**config.mk**
```make
export PLATFORM = sky130hd
export DESIGN_NAME = tnn_feature_framer
export DESIGN_NICKNAME = d
export VERILOG_FILES = /design/src/rtl/tnn_feature_framer.sv
export SDC_FILE = /design/constraint.sdc
export NUM_CORES = 1
export LEC_CHECK = 0
export ABC_AREA = 1
export ABC_CLOCK_PERIOD_IN_PS = 3450
export CORE_MARGIN = 2
export CORE_UTILIZATION = 61
export CTS_BUF_LIST = sky130_fd_sc_hd__clkbuf_4 sky130_fd_sc_hd__clkbuf_8
export CTS_CLUSTER_SIZE = 28
export DETAILED_ROUTE_END_ITERATION = 12
export DONT_BUFFER_PORTS = 1
export GPL_TIMING_DRIVEN = 0
export PLACE_DENSITY_LB_ADDON = 0.15
export SYNTH_ARGS = -nofsm -noshare
export SYNTH_HDL_FRONTEND = slang
export SYNTH_SLANG_ARGS = --single-unit
```
**constraint.sdc**
```tcl
create_clock -name clk -period 3.45 [get_ports clk]
set_input_delay 0.345 -clock clk [delete_from_list [all_inputs] [get_ports clk]]
set_output_delay 0.345 -clock clk [all_outputs]
set_load 0.02 [all_outputs]
```
**src/rtl/tnn_feature_framer.sv**
```systemverilog
// ----------------------------------------------------------------------------
// tnn_feature_framer
//   Input framing stage for the six-feature, 2-bit TNN classifiers. Raw
//   samples arrive one per beat and are quantized to 2 bits against three
//   per-feature thresholds. Six quantized values form one frame. The frame is
//   presented on registered feat_a..feat_f buses, which feed the combinational
//   classifier directly. A second buffer lets the next frame be assembled while
//   the current one waits on downstream backpressure.
//
// Ports
//   clk, rst        sole clock; synchronous active-high reset
//   thr             18*W thresholds, feature k / threshold j at (3k+j)*W
//   s_valid/s_ready/s_data/s_last   raw sample stream
//   m_valid/m_ready                 frame handshake for feat_a..feat_f
//   feat_a..feat_f  quantized features, stable while m_valid && !m_ready
//   err_frame       one-cycle pulse on an early or missing s_last
//   frame_cnt       delivered frames, saturating at 0xFFFF
// ----------------------------------------------------------------------------
module tnn_feature_framer #(
  parameter int W = 8
) (
  input  logic            clk,
  input  logic            rst,
  input  logic [18*W-1:0] thr,
  input  logic            s_valid,
  output logic            s_ready,
  input  logic [W-1:0]    s_data,
  input  logic            s_last,
  output logic            m_valid,
  input  logic            m_ready,
  output logic [1:0]      feat_a,
  output logic [1:0]      feat_b,
  output logic [1:0]      feat_c,
  output logic [1:0]      feat_d,
  output logic [1:0]      feat_e,
  output logic [1:0]      feat_f,
  output logic            err_frame,
  output logic [15:0]     frame_cnt
);

  logic [2:0]   r_idx;
  logic [1:0]   r_slot [0:5];   // slot 5 is only used by a pending frame
  logic [1:0]   r_feat [0:5];
  logic         r_pend;
  logic         r_m_valid;
  logic         r_err;
  logic [15:0]  r_cnt;

  logic [W-1:0] w_thr [0:5][0:2];
  logic [W-1:0] w_t   [0:2];
  logic [1:0]   w_q;
  logic         w_acc;
  logic         w_out_free;
  logic         w_hs;

  for (genvar k = 0; k < 6; k++) begin : g_thr_k
    for (genvar j = 0; j < 3; j++) begin : g_thr_j
      assign w_thr[k][j] = thr[(3*k+j)*W +: W];
    end
  end

  // Thresholds of the feature addressed by the current slot index.
  always_comb begin
    w_t = '{default: '0};
    for (int k = 0; k < 6; k++) begin
      if (r_idx == 3'(k)) w_t = w_thr[k];
    end
  end

  // Count of thresholds met; non-monotonic thresholds simply count as-is.
  assign w_q = {1'b0, (s_data >= w_t[0])}
             + {1'b0, (s_data >= w_t[1])}
             + {1'b0, (s_data >= w_t[2])};

  assign s_ready    = !rst && !r_pend;
  assign w_acc      = s_valid && s_ready;
  assign w_out_free = !r_m_valid || m_ready;
  assign w_hs       = r_m_valid && m_ready;

  always_ff @(posedge clk) begin
    if (rst) begin
      r_idx     <= '0;
      r_pend    <= 1'b0;
      r_m_valid <= 1'b0;
      r_err     <= 1'b0;
      r_cnt     <= '0;
      for (int k = 0; k < 6; k++) begin
        r_slot[k] <= '0;
        r_feat[k] <= '0;
      end
    end else begin
      r_err <= 1'b0;

      // A frame loaded below overrides this clear in the same cycle.
      if (w_hs) begin
        r_m_valid <= 1'b0;
        if (r_cnt != 16'hFFFF) r_cnt <= r_cnt + 16'd1;
      end

      if (r_pend) begin
        if (w_out_free) begin
          for (int k = 0; k < 6; k++) r_feat[k] <= r_slot[k];
          r_m_valid <= 1'b1;
          r_pend    <= 1'b0;
        end
      end else if (w_acc) begin
        if (r_idx == 3'd5) begin
          // Frame is complete; a missing s_last is flagged but not dropped.
          r_idx <= '0;
          r_err <= !s_last;
          if (w_out_free) begin
            for (int k = 0; k < 5; k++) r_feat[k] <= r_slot[k];
            r_feat[5] <= w_q;
            r_m_valid <= 1'b1;
          end else begin
            r_slot[5] <= w_q;
            r_pend    <= 1'b1;
          end
        end else if (s_last) begin
          // Early last: the partial frame is abandoned.
          r_idx <= '0;
          r_err <= 1'b1;
        end else begin
          for (int k = 0; k < 5; k++) begin
            if (r_idx == 3'(k)) r_slot[k] <= w_q;
          end
          r_idx <= r_idx + 3'd1;
        end
      end
    end
  end

  assign m_valid   = r_m_valid;
  assign feat_a    = r_feat[0];
  assign feat_b    = r_feat[1];
  assign feat_c    = r_feat[2];
  assign feat_d    = r_feat[3];
  assign feat_e    = r_feat[4];
  assign feat_f    = r_feat[5];
  assign err_frame = r_err;
  assign frame_cnt = r_cnt;

endmodule

```
==> parameters.txt, run 1 <==
Parameter                              Value

Outcome
  Outcome ... completed

GRT
  Largest net degree at the start of global routing ... 16
  GRT Resource Usage Total ... 32.5%
  Global-route wire length before repair ... 19,700 µm
  Grt ovf ... 0
  Antenna violations before repair ... 0
  Number of global-route vias before repair ... 4,261

Power and ir drop
  Sequential share of power ... 41.4%
  Switching power ... 0.534 mW
  Portion of total power attributed to the clock network ... 22.4%
  Power Density ... 297 nW/µm²
  Internal power summed over all cells ... 0.927 mW
  Pwr Total ... 1.46 mW
  Proportion of total power due to net switching ... 36.5%
  Worst IR Drop VDD ... 0.173 mV
  Power share of the combinational group ... 36.1%
  Leakage power ... 2.34 nW

Worst setup path
  Delay of the slowest cell on the worst path ... 0.50 ns
  Worst path required time ... 3.51 ns
  Flop-to-flop setup slack ... 0.11 ns
  Worst setup path class ... flip-flop to flip-flop
  Worst-path cell chain ... inv_4 -> buf_6 -> ha_1 -> buf_4 -> inv_4 -> buf_4 -> nand3_1 -> nand3_1 -> a21oi_2 -> ha_1 -> nand2_1 -> nor2_2 -> nand4_1 -> o2111ai_2 -> fa_1 -> inv_2 -> nor2_1
  Type of element launching the critical path ... flip-flop
  Slowest-stage cell, CP ... fa_1
  Worst EP arrival ... 3.40 ns
  CP endpoint kind ... flip-flop
  Top fanout value on the critical path ... 10

Cells and area
  Final core utilization ... 68.6%
  Fraction of final layout cells with drive strength greater than 1 ... 16.2%
  Net count, final ... 932
  Synth-to-layout area growth ... 10.5%
  Filler cell count in the final layout ... 682
  Antenna diode count ... 0
  Post-route cell area ... 4920 µm²

Die
  X dimension of the die ... 89.5 µm
  Overall die area ... 8000 µm²
  Vertical die dimension ... 89.5 µm
  Number of standard-cell rows in the floorplan ... 31
  Starting density of the core ... 62.1%
  I/O pin count ... 188
  Core area ... 7180 µm²

Yosys
  Sequential share of the synthesized area ... 26.1%
  Post-synthesis register bit count ... 46
  Cell area after synthesis ... 4450 µm²
  Number of warnings issued by yosys ... 0
  Avg Cell Area, Syn ... 6.11 µm²
  Area share of the largest cell type after synthesis ... 18.7%
  Post-synthesis instance total ... 729
  Yosys cell types ... 32
  Dominant cells by area after synthesis ... nand2_1 (19%), edfxtp_1 (16%), dfxtp_1 (9.9%)
  Post-Syn Nets ... 917
  Top cell type by total area after synthesis ... nand2_1

STA
  PnR worst setup slack ... 0.113 ns
  Final hold violation count ... 0
  Share of the cycle needed by the critical path after routing ... 96.7%
  Maximum clock frequency ... 300 MHz
  Number of pins exceeding their max-slew limit in the final report ... 0
  Number of endpoints failing setup at the final stage ... 0
  Transition time of the tightest slew-check pin ... 0.700 ns
  Layout Skew ... 0.00968 ns
  Tightest slew margin relative to the limit ... 53.3%
  Min Tclk post-route ... 3.34 ns

CTS
  Count of clock tree sinks ... 46
  Maximum level of the CTS H-tree ... 2
  Clock tree from TritonCTS ... yes
  Quantity of hold-fixing buffers added after cts ... 0
  Root buffer selected by CTS ... clkbuf_8
  Clock slew at the register clock pins of the worst setup and hold paths ... 0.09 ns
  Latest clock arrival within the worst-skew pair ... 0.31 ns
  Number of buffers inserted during clock tree synthesis ... 5
  Maximum number of buffers from clock root to sink ... 2

Job
  Reported max-cap violation count ... 0

Placement
  Weighted congestion reported at the end of routability-driven placement ... 0.939
  IO buf count ... 0
  Detailed-placement wirelength estimate ... 10,800 µm
  Setup slack at placement ... -0.405 ns
  Placed standard-cell area ... 4580 µm²

Route
  Via count of the routed design ... 4,740
  Via density per instance ... 5.62
  Total routed wirelength ... 13,400 µm
  Routed length per instance ... 15.9 µm
  DRC Markers ... 0
  Post-detailed-route count of antenna-violating nets ... 0
  First-pass detailed-route iteration total ... 4
  Count of routing violations after the opening detailed-route iteration ... 212

Worst hold path
  Worst Hold Class ... input pin to flip-flop
[metal layers]
layer	track usage, %	vias up	part of all wire (%)
li1	-	2335	-
met1	33.9	2155	36
met2	59.9	199	52
met3	6.37	51	6.6
met4	19.0	0	5.7
met5	0	-	0
[critical path, delay by kind of cell (launching register included)]
family          cells  cell delay (ns)
compound gates      2             0.19
buf+inv             6             0.78
flops               1             0.40
fa+ha+maj           3             1.01
simple gates        6             0.69
[cell families after synthesis]
logic type,Yosys count,synth area share [%]
AND/OR/NAND/NOR,451,43.0
buffers and inverters,125,11.5
AO/OA/AOI/OAI,69,9.16
flip-flops,46,26.1
adder cells (fa/ha/maj),31,8.88
XOR/XNOR,7,1.38
[final cells by class]
| cell class | count | area, µm² | share of cell area (%) |
|---|---|---|---|
| multi-input cells | 558 | 2880 | 58.5 |
| well taps | 99 | 124 | 2.52 |
| flip-flops and latches | 46 | 1170 | 23.8 |
| repair buffers | 8 | 57.6 | 1.17 |
| inverters | 94 | 367 | 7.45 |
| plain buffers | 31 | 230 | 4.68 |
| clock inverters | 3 | 21.3 | 0.432 |
| clock buffers | 5 | 68.8 | 1.40 |
[flip-flops by register name, indices dropped and copies added (netlist names)]
register   flops
m_valid        1
r_slot        12
r_pend         1
r_idx          3
err_frame      1
r_feat        12
frame_cnt     16
[synth_stat cells (all sizes together)]
master	number
nand3	78
xnor2	3
clkbuf	13
o2111ai	3
or2	24
a21oi	46
fa	1
clkinv	14
ha	30
nand2	227
buf	18
edfxtp	24
dfxtp	22
nand4	8
xor2	4
inv	80
a31oi	1
o21ai	17
a211oi	2
nor2	112
nor3	2
[placed cells by master (no fill, tap or decap), types with 2 or more instances in the layout]
cell / netlist / final
buf_4: 2 / 11
nor2_2: 4 / 6
clkinvlp_4: 0 / 2
ha_4: 0 / 2
nor2_4: 2 / 5
nand3_1: 78 / 77
inv_2: 3 / 4
clkbuf_4: 0 / 2
clkinv_1: 14 / 11
nor3_1: 2 / 2
o21ai_0: 16 / 16
clkbuf_2: 1 / 9
nor2_1: 106 / 101
dfxtp_4: 0 / 3
xor2_1: 4 / 4
o2111ai_2: 0 / 2
xnor2_1: 3 / 3
ha_1: 30 / 27
clkbuf_8: 0 / 5
a211oi_1: 2 / 2
a21oi_2: 9 / 15
buf_6: 3 / 10
dfxtp_1: 22 / 19
buf_2: 10 / 5
or2_2: 24 / 24
nand2_2: 4 / 6
nand2_1: 222 / 220
inv_4: 0 / 4
edfxtp_1: 24 / 24
a21oi_1: 37 / 31
nand4_1: 8 / 8
inv_1: 77 / 74
[timing repair]
item                                   4_1_cts  5_1_grt
setup endpoints to repair                   14       14
pin swaps                                    1        4
gates resized for setup                     21       64
gates cloned                                 0        1
endpoints found under the hold margin        0        0
setup buffers                                0        7
[final timing paths]
check	start	depth (start not counted)	to
max	r_idx[2]	17	r_slot[0][10]
min	s_last	1	err_frame
max reg2reg	r_idx[2]	17	r_slot[0][10]
min reg2reg	r_idx[0]	1	r_idx[0]
[power groups by stage]
stage | clock, mW | combinational [mW] | sequential, mW
floorplan | 0 | 0.331 | 0.615
global placement | 0 | 0.436 | 0.617
detailed placement | 0 | 0.448 | 0.618
CTS | 0.330 | 0.462 | 0.606
global route | 0.357 | 0.594 | 0.607
finish | 0.328 | 0.528 | 0.605
[through the flow]
step,hold WS (ns),cells,setup TNS (ns)
CTS,0.114,836,0
global route,0.104,844,-0.0654
global placement,0.443,828,-4.35
floorplan,0.437,729,0
detailed placement,0.443,828,-4.98
finish,0.114,844,0
(Power assumes the default switching activity.)
==> run 2, diff against run 1 <==
--- a/config.mk
+++ b/config.mk
@@ -13,7 +13,6 @@
 export CTS_CLUSTER_SIZE = 28
 export DETAILED_ROUTE_END_ITERATION = 12
 export DONT_BUFFER_PORTS = 1
-export GPL_TIMING_DRIVEN = 0
 export PLACE_DENSITY_LB_ADDON = 0.15
 export SYNTH_ARGS = -nofsm -noshare
 export SYNTH_HDL_FRONTEND = slang
==> parameters.txt, run 2 (synthesis results as in run 1) <==
Parameter                              Value

Route
  Routed length per instance ... 15.6 µm (-1.7%)
  Via density per instance ... 5.57 (-0.73%)
  DRC Markers ... 0 (unchanged)
  Post-detailed-route count of antenna-violating nets ... 0 (unchanged)
  Count of routing violations after the opening detailed-route iteration ... 219 (+3.3%)
  Total routed wirelength ... 12,800 µm (-4.3%)
  Via count of the routed design ... 4,577 (-3.4%)
  First-pass detailed-route iteration total ... 4 (unchanged)

Worst setup path
  CP endpoint kind ... flip-flop
  Type of element launching the critical path ... flip-flop
  Top fanout value on the critical path ... 48 (+38)
  Worst-path cell chain ... inv_1 -> ha_1 -> nand2_2 -> buf_12 -> or2_2 -> nand3_1 -> nand3_1 -> a21oi_1 -> ha_1 -> a21oi_1 -> o21ai_0 -> nand2_1 -> o2111ai_2 -> fa_1 -> inv_2 -> nor2_1
  Worst path required time ... 3.52 ns (about the same)
  Slowest-stage cell, CP ... fa_1
  Delay of the slowest cell on the worst path ... 0.54 ns (+0.04 ns)
  Worst EP arrival ... 3.29 ns (-0.11 ns)
  Worst setup path class ... flip-flop to flip-flop

GRT
  Antenna violations before repair ... 0 (unchanged)
  Largest net degree at the start of global routing ... 49 (+33)
  GRT Resource Usage Total ... 32.1% (-0.38 points)
  Layer carrying the most global-route usage ... met2
  Number of global-route vias before repair ... 4,286 (+0.59%)
  Met1 track utilization from global routing ... 35.9% (+2.0 points)
  Met3 track demand over resource in global routing ... 6.09% (-0.28 points)
  Met2 capacity usage during global routing ... 55.6% (-4.3 points)
  Global-route wire length before repair ... 19,700 µm (-0.42%)
  Grt ovf ... 0 (unchanged)

Cells and area
  Net count, final ... 909 (-2.5%)
  Fraction of final layout cells with drive strength greater than 1 ... 10.9% (-5.3 points)
  Filler cell count in the final layout ... 706 (+3.5%)
  Commonest non-fill, non-tap cell in the layout ... nand2_1
  Synth-to-layout area growth ... 5.22%
  Most frequent cells in the layout ... nand2_1 (222), nor2_1 (106), nand3_1 (78), inv_1 (75), a21oi_1 (37)
  Number of flip-flops in the largest register ... 16 (unchanged)
  Antenna diode count ... 0 (unchanged)

STA
  Final hold violation count ... 0 (unchanged)
  Number of pins exceeding their max-slew limit in the final report ... 0 (unchanged)
  Share of the cycle needed by the critical path after routing ... 93.5% (-3.2 points)
  Layout Skew ... 0.00931 ns (-0.000366 ns)
  Number of endpoints failing setup at the final stage ... 0 (unchanged)
  Tightest slew margin relative to the limit ... 58.1% (+4.8 points)
  Maximum clock frequency ... 310 MHz (+3.4%)
  Setup Total Neg Slack ... 0 ns (unchanged)
  Min Tclk post-route ... 3.23 ns (-0.111 ns)
  Transition time of the tightest slew-check pin ... 0.628 ns (-0.0723 ns)
  RSZ-0062 raised after global routing ... no

Die
  Number of standard-cell rows in the floorplan ... 31 (unchanged)
  X dimension of the die ... 89.5 µm (unchanged)
  Starting density of the core ... 62.1% (unchanged)
  Vertical die dimension ... 89.5 µm (unchanged)
  Core area ... 7180 µm² (unchanged)
  Overall die area ... 8000 µm² (unchanged)
  I/O pin count ... 188 (unchanged)

CTS
  Root buffer selected by CTS ... clkbuf_8
  Clock tree from TritonCTS ... yes
  Number of buffers inserted during clock tree synthesis ... 5 (unchanged)
  Count of clock tree sinks ... 46 (unchanged)
  Quantity of hold-fixing buffers added after cts ... 0 (unchanged)
  Latest clock arrival within the worst-skew pair ... 0.30 ns (about the same)
  Maximum level of the CTS H-tree ... 2 (unchanged)
  Clock slew at the register clock pins of the worst setup and hold paths ... 0.08 ns (about the same)
  Maximum number of buffers from clock root to sink ... 2 (unchanged)

Power and ir drop
  Leakage power ... 2.23 nW (-4.5%)
  Worst IR Drop VDD ... 0.135 mV (-22%)
  Power Density ... 299 nW/µm² (+0.72%)
  Pwr Total ... 1.40 mW (-4.1%)

Outcome
  Outcome ... completed

Placement
  Weighted congestion reported at the end of routability-driven placement ... 0.992 (+5.7%)
  IO buf count ... 0 (unchanged)
  Detailed-placement wirelength estimate ... 10,400 µm (-4.0%)

Worst hold path
  Worst Hold Class ... input pin to flip-flop

Job
  Reported max-cap violation count ... 0 (unchanged)
==> run 2: what timing repair did <==
item / CTS / global route
setup buffers: 0 / 0
resized for setup: 0 / 10
endpoints found under the setup margin: 0 / 14
==> run 2: metrics by stage <==
step	worst slack [ns]	std cells	hold slack [ns]	util, %	area (µm²)
after CTS	0.0809	821	0.0877	64.8	4650
after floorplan	0.239	729	0.437	-	4450
final	0.224	821	0.0951	65.3	4690
after global routing	0.0204	821	0.0879	65.3	4690
after global placement	0.198	813	0.411	63.6	4560
after detailed placement	0.0876	813	0.412	63.6	4560
==> run 2: metal layers <==
metal / share of wire, % / vias to the layer above
li1: - / 2285
met1: 39 / 2061
met2: 49 / 186
met3: 6.3 / 45
met4: 5.8 / 0
met5: 0 / -
==> run 2: power by group <==
group / internal [mW] / switching, mW
Sequential: 0.590 / 0.0154
Combinational: 0.166 / 0.300
Clock: 0.151 / 0.179
==> run 2: final timing paths <==
| check | cells past startpoint | to | slack, ns | start |
|---|---|---|---|---|
| setup / recovery | 16 | r_slot[0][8] | 0.22 | r_idx[0] |
| hold / removal | 1 | frame_cnt[9] | 0.1 | rst |
| setup reg to reg | 16 | r_slot[0][8] | 0.22 | r_idx[0] |
| hold reg to reg | 1 | r_idx[0] | 0.53 | r_idx[0] |
==> run 2: cell type report <==
cell class | count | area, µm² | share of cell area, %
flip-flops and latches | 46 | 1160 | 24.8
repair buffers | 16 | 149 | 3.18
clock buffers | 6 | 76.3 | 1.63
well taps | 99 | 124 | 2.64
clock inverters | 2 | 13.8 | 0.294
inverters | 94 | 357 | 7.61
multi-input cells | 558 | 2800 | 59.8
==> run 2: worst max-delay path, delay by kind of cell (launching register included) <==
family / cells / cell delay [ns]
compound gates: 4 / 0.53
fa+ha+maj: 3 / 1.00
buf+inv: 3 / 0.39
flops: 1 / 0.36
simple gates: 6 / 0.72
==> run 3, diff against run 2 <==
--- a/config.mk
+++ b/config.mk
@@ -5,10 +5,9 @@
 export SDC_FILE = /design/constraint.sdc
 export NUM_CORES = 1
 export LEC_CHECK = 0
-export ABC_AREA = 1
 export ABC_CLOCK_PERIOD_IN_PS = 3450
 export CORE_MARGIN = 2
-export CORE_UTILIZATION = 61
+export CORE_UTILIZATION = 60
 export CTS_BUF_LIST = sky130_fd_sc_hd__clkbuf_4 sky130_fd_sc_hd__clkbuf_8
 export CTS_CLUSTER_SIZE = 28
 export DETAILED_ROUTE_END_ITERATION = 12
==> parameters.txt, run 3 <==
Parameter                              Value

Outcome
  Outcome ... finished, violations left
  Failing checks ... negative setup slack

Yosys
  Avg Cell Area, Syn ... 8.89 µm² (+45%)
  Cell with the most instances after synthesis ... nor2_1
  Post-synthesis register bit count ... 46 (unchanged)
  Post-Syn Nets ... 603 (-34%)
  Cell area after synthesis ... 3690 µm² (-17%)
  Synth top cells by count ... nor2_1 (41), ha_1 (30), edfxtp_1 (24), o22ai_1 (24), dfxtp_1 (22)
  Sequential share of the synthesized area ... 31.5% (+5.4 points)
  Number of enable-type register cells in the synthesized netlist ... 24 (unchanged)
  Dominant cells by area after synthesis ... edfxtp_1 (20%), dfxtp_1 (12%), ha_1 (10%)
  Number of warnings issued by yosys ... 0 (unchanged)
  Share of flip-flops with an asynchronous set or reset after synthesis ... 0% (unchanged)
  Post-synthesis instance total ... 415 (-43%)
  Area share of the largest cell type after synthesis ... 19.5% (+0.84 points)
  Yosys cell types ... 57 (+78%)
  Top_reg_cell synth ... edfxtp_1
  Top cell type by total area after synthesis ... edfxtp_1

CTS
  Clock tree from TritonCTS ... yes
  Clock slew at the register clock pins of the worst setup and hold paths ... 0.08 ns (about the same)
  Maximum number of buffers from clock root to sink ... 2 (unchanged)
  Root buffer selected by CTS ... clkbuf_8
  Latest clock arrival within the worst-skew pair ... 0.29 ns (about the same)
  Number of buffers inserted during clock tree synthesis ... 5 (unchanged)
  Maximum level of the CTS H-tree ... 2 (unchanged)
  Count of clock tree sinks ... 46 (unchanged)

Power and ir drop
  Sequential share of power ... 44.5% (+1.3 points)
  Power share of the combinational group ... 25.4% (-7.9 points)
  Switching power ... 0.344 mW (-31%)
  Worst IR Drop VDD ... 0.295 mV (+120%)
  Internal power summed over all cells ... 0.999 mW (+10%)
  Pwr Total ... 1.34 mW (-4.2%)
  Portion of total power attributed to the clock network ... 30.0% (+6.5 points)
  Power Density ... 299 nW/µm² (about the same)
  Leakage power ... 1.75 nW (-21%)
  Proportion of total power due to net switching ... 25.6% (-9.7 points)

STA
  RSZ-0062 raised after global routing ... yes
  Final hold violation count ... 0 (unchanged)
  Maximum clock frequency ... 286 MHz (-7.9%)
  Share of the cycle needed by the critical path after routing ... 101% (+8.0 points)
  Layout Skew ... 0.00481 ns (-0.00450 ns)
  Min Tclk post-route ... 3.50 ns (+0.276 ns)
  Number of pins exceeding their max-slew limit in the final report ... 0 (unchanged)
  PnR worst setup slack ... -0.0517 ns (-0.276 ns)
  Tightest slew margin relative to the limit ... 41.3% (-17 points)
  Number of endpoints failing setup at the final stage ... 7 (+7)
  Transition time of the tightest slew-check pin ... 0.878 ns (+0.250 ns)

GRT
  Antenna violations before repair ... 0 (unchanged)
  Global-route wire length before repair ... 15,700 µm (-20%)
  Number of global-route vias before repair ... 3,333 (-22%)
  Grt ovf ... 0 (unchanged)
  Largest net degree at the start of global routing ... 42 (-14%)
  GRT Resource Usage Total ... 30.1% (-2.0 points)

Route
  Routed length per instance ... 21.6 µm (+38%)
  Via density per instance ... 7.09 (+27%)
  Total routed wirelength ... 11,100 µm (-13%)
  Post-detailed-route count of antenna-violating nets ... 0 (unchanged)
  DRC Markers ... 0 (unchanged)
  Count of routing violations after the opening detailed-route iteration ... 241 (+10%)
  First-pass detailed-route iteration total ... 6 (+2)
  Via count of the routed design ... 3,658 (-20%)

Placement
  Placed standard-cell area ... 3990 µm² (-12%)
  Detailed-placement wirelength estimate ... 8180 µm (-21%)
  Weighted congestion reported at the end of routability-driven placement ... 0.856 (-14%)
  Setup slack at placement ... -0.258 ns (-0.346 ns)
  IO buf count ... 0 (unchanged)

Cells and area
  Final core utilization ... 75.8% (+11 points)
  Commonest non-fill, non-tap cell in the layout ... nor2_1
  Antenna diode count ... 0 (unchanged)
  Fraction of final layout cells with drive strength greater than 1 ... 23.4% (+12 points)
  Synth-to-layout area growth ... 21.8%
  Number of flip-flops in the largest register ... 16 (unchanged)
  Post-route cell area ... 4490 µm² (-4.2%)
  Most frequent cells in the layout ... nor2_1 (36), buf_4 (30), o22ai_1 (24), edfxtp_1 (24), or3_1 (21)
  Net count, final ... 628 (-31%)

Worst setup path
  Flop-to-flop setup slack ... -0.05 ns (-0.28 ns)
  CP endpoint kind ... flip-flop
  Worst path required time ... 3.50 ns (-0.02 ns)
  Top fanout value on the critical path ... 5 (-90%)
  Type of element launching the critical path ... flip-flop
  Worst EP arrival ... 3.55 ns (+0.26 ns)
  Worst setup path class ... flip-flop to flip-flop

Worst hold path
  Worst Hold Class ... input pin to flip-flop

Die
  Core area ... 5920 µm² (-17%)
  Vertical die dimension ... 82.4 µm (-7.9%)
  Overall die area ... 6790 µm² (-15%)
  I/O pin count ... 188 (unchanged)
  Starting density of the core ... 62.3% (+0.20 points)
  Number of standard-cell rows in the floorplan ... 28 (-9.7%)
  X dimension of the die ... 82.4 µm (-7.9%)

Job
  Reported max-cap violation count ... 0 (unchanged)
-- run 3: per-stage QoR --
step                      std cells  hold WS (ns)  TNS, ns
after floorplan                 415         0.493        0
after global placement          499         0.417    -2.26
after detailed placement        499         0.420    -3.08
after CTS                       511         0.108        0
after global routing            516        0.0973   -0.887
final                           516         0.113   -0.189
-- run 3: path summary, 6_finish.rpt --
check,endpoint,from,cells after the start
min,frame_cnt[7],rst,1
max,r_feat[5][0],r_idx[1],15
max reg2reg,r_feat[5][0],r_idx[1],15
min reg2reg,r_feat[3][1],r_slot[0][7],1
-- run 3: repair_timing --
item / in CTS / in global routing
endpoints found under the setup margin: 14 / 14
gates cloned: 1 / 0
setup buffers: 3 / 5
hold buffers: 0 / 0
pin swaps: 9 / 21
gates resized for setup: 27 / 32
-- run 3: critical path, stage by stage (launching register included) --
cell and delay [ns]:
dfxtp_2 0.37, inv_4 0.05, ha_4 0.18, nor2b_4 0.16, buf_6 0.15, buf_4 0.10, a22o_1 0.14, a221oi_2 0.07
or3_1 0.36, ha_4 0.25, a2111oi_4 0.39, buf_4 0.18, a31oi_2 0.10, fa_2 0.55, mux2i_1 0.16, nor2b_1 0.06
-- run 3: layout make-up --
type	count	area, µm²
multi-input combinational	332	2620
fill	422	1430
sequential	46	1170
timing repair buffer	44	448
tap	75	93.8
clock buffer	7	83.8
inverter	11	46.3
clock inverter	1	30.0
-- run 3: kinds of logic after synthesis --
| logic type | share of synthesized area [%] |
|---|---|
| simple gates | 24.3 |
| compound gates | 26.4 |
| flops | 31.5 |
| buf+inv | 4.41 |
| fa+ha+maj | 10.7 |
| mux | 2.38 |
| xor+xnor | 0.238 |
-- run 3: layer usage --
layer,vias to the layer above,wire (µm),global-route usage (%)
li1,1681,-,-
met1,1742,4190,34.3
met2,199,5840,55.7
met3,36,692,3.26
met4,0,422,13.8
met5,-,0,0
-- run 3: power groups by stage --
stage / combinational, mW / sequential, mW / clock (mW)
floorplan: 0.199 / 0.609 / 0
global placement: 0.247 / 0.610 / 0
CTS: 0.286 / 0.598 / 0.406
detailed placement: 0.254 / 0.610 / 0
finish: 0.342 / 0.598 / 0.403
global route: 0.373 / 0.600 / 0.431
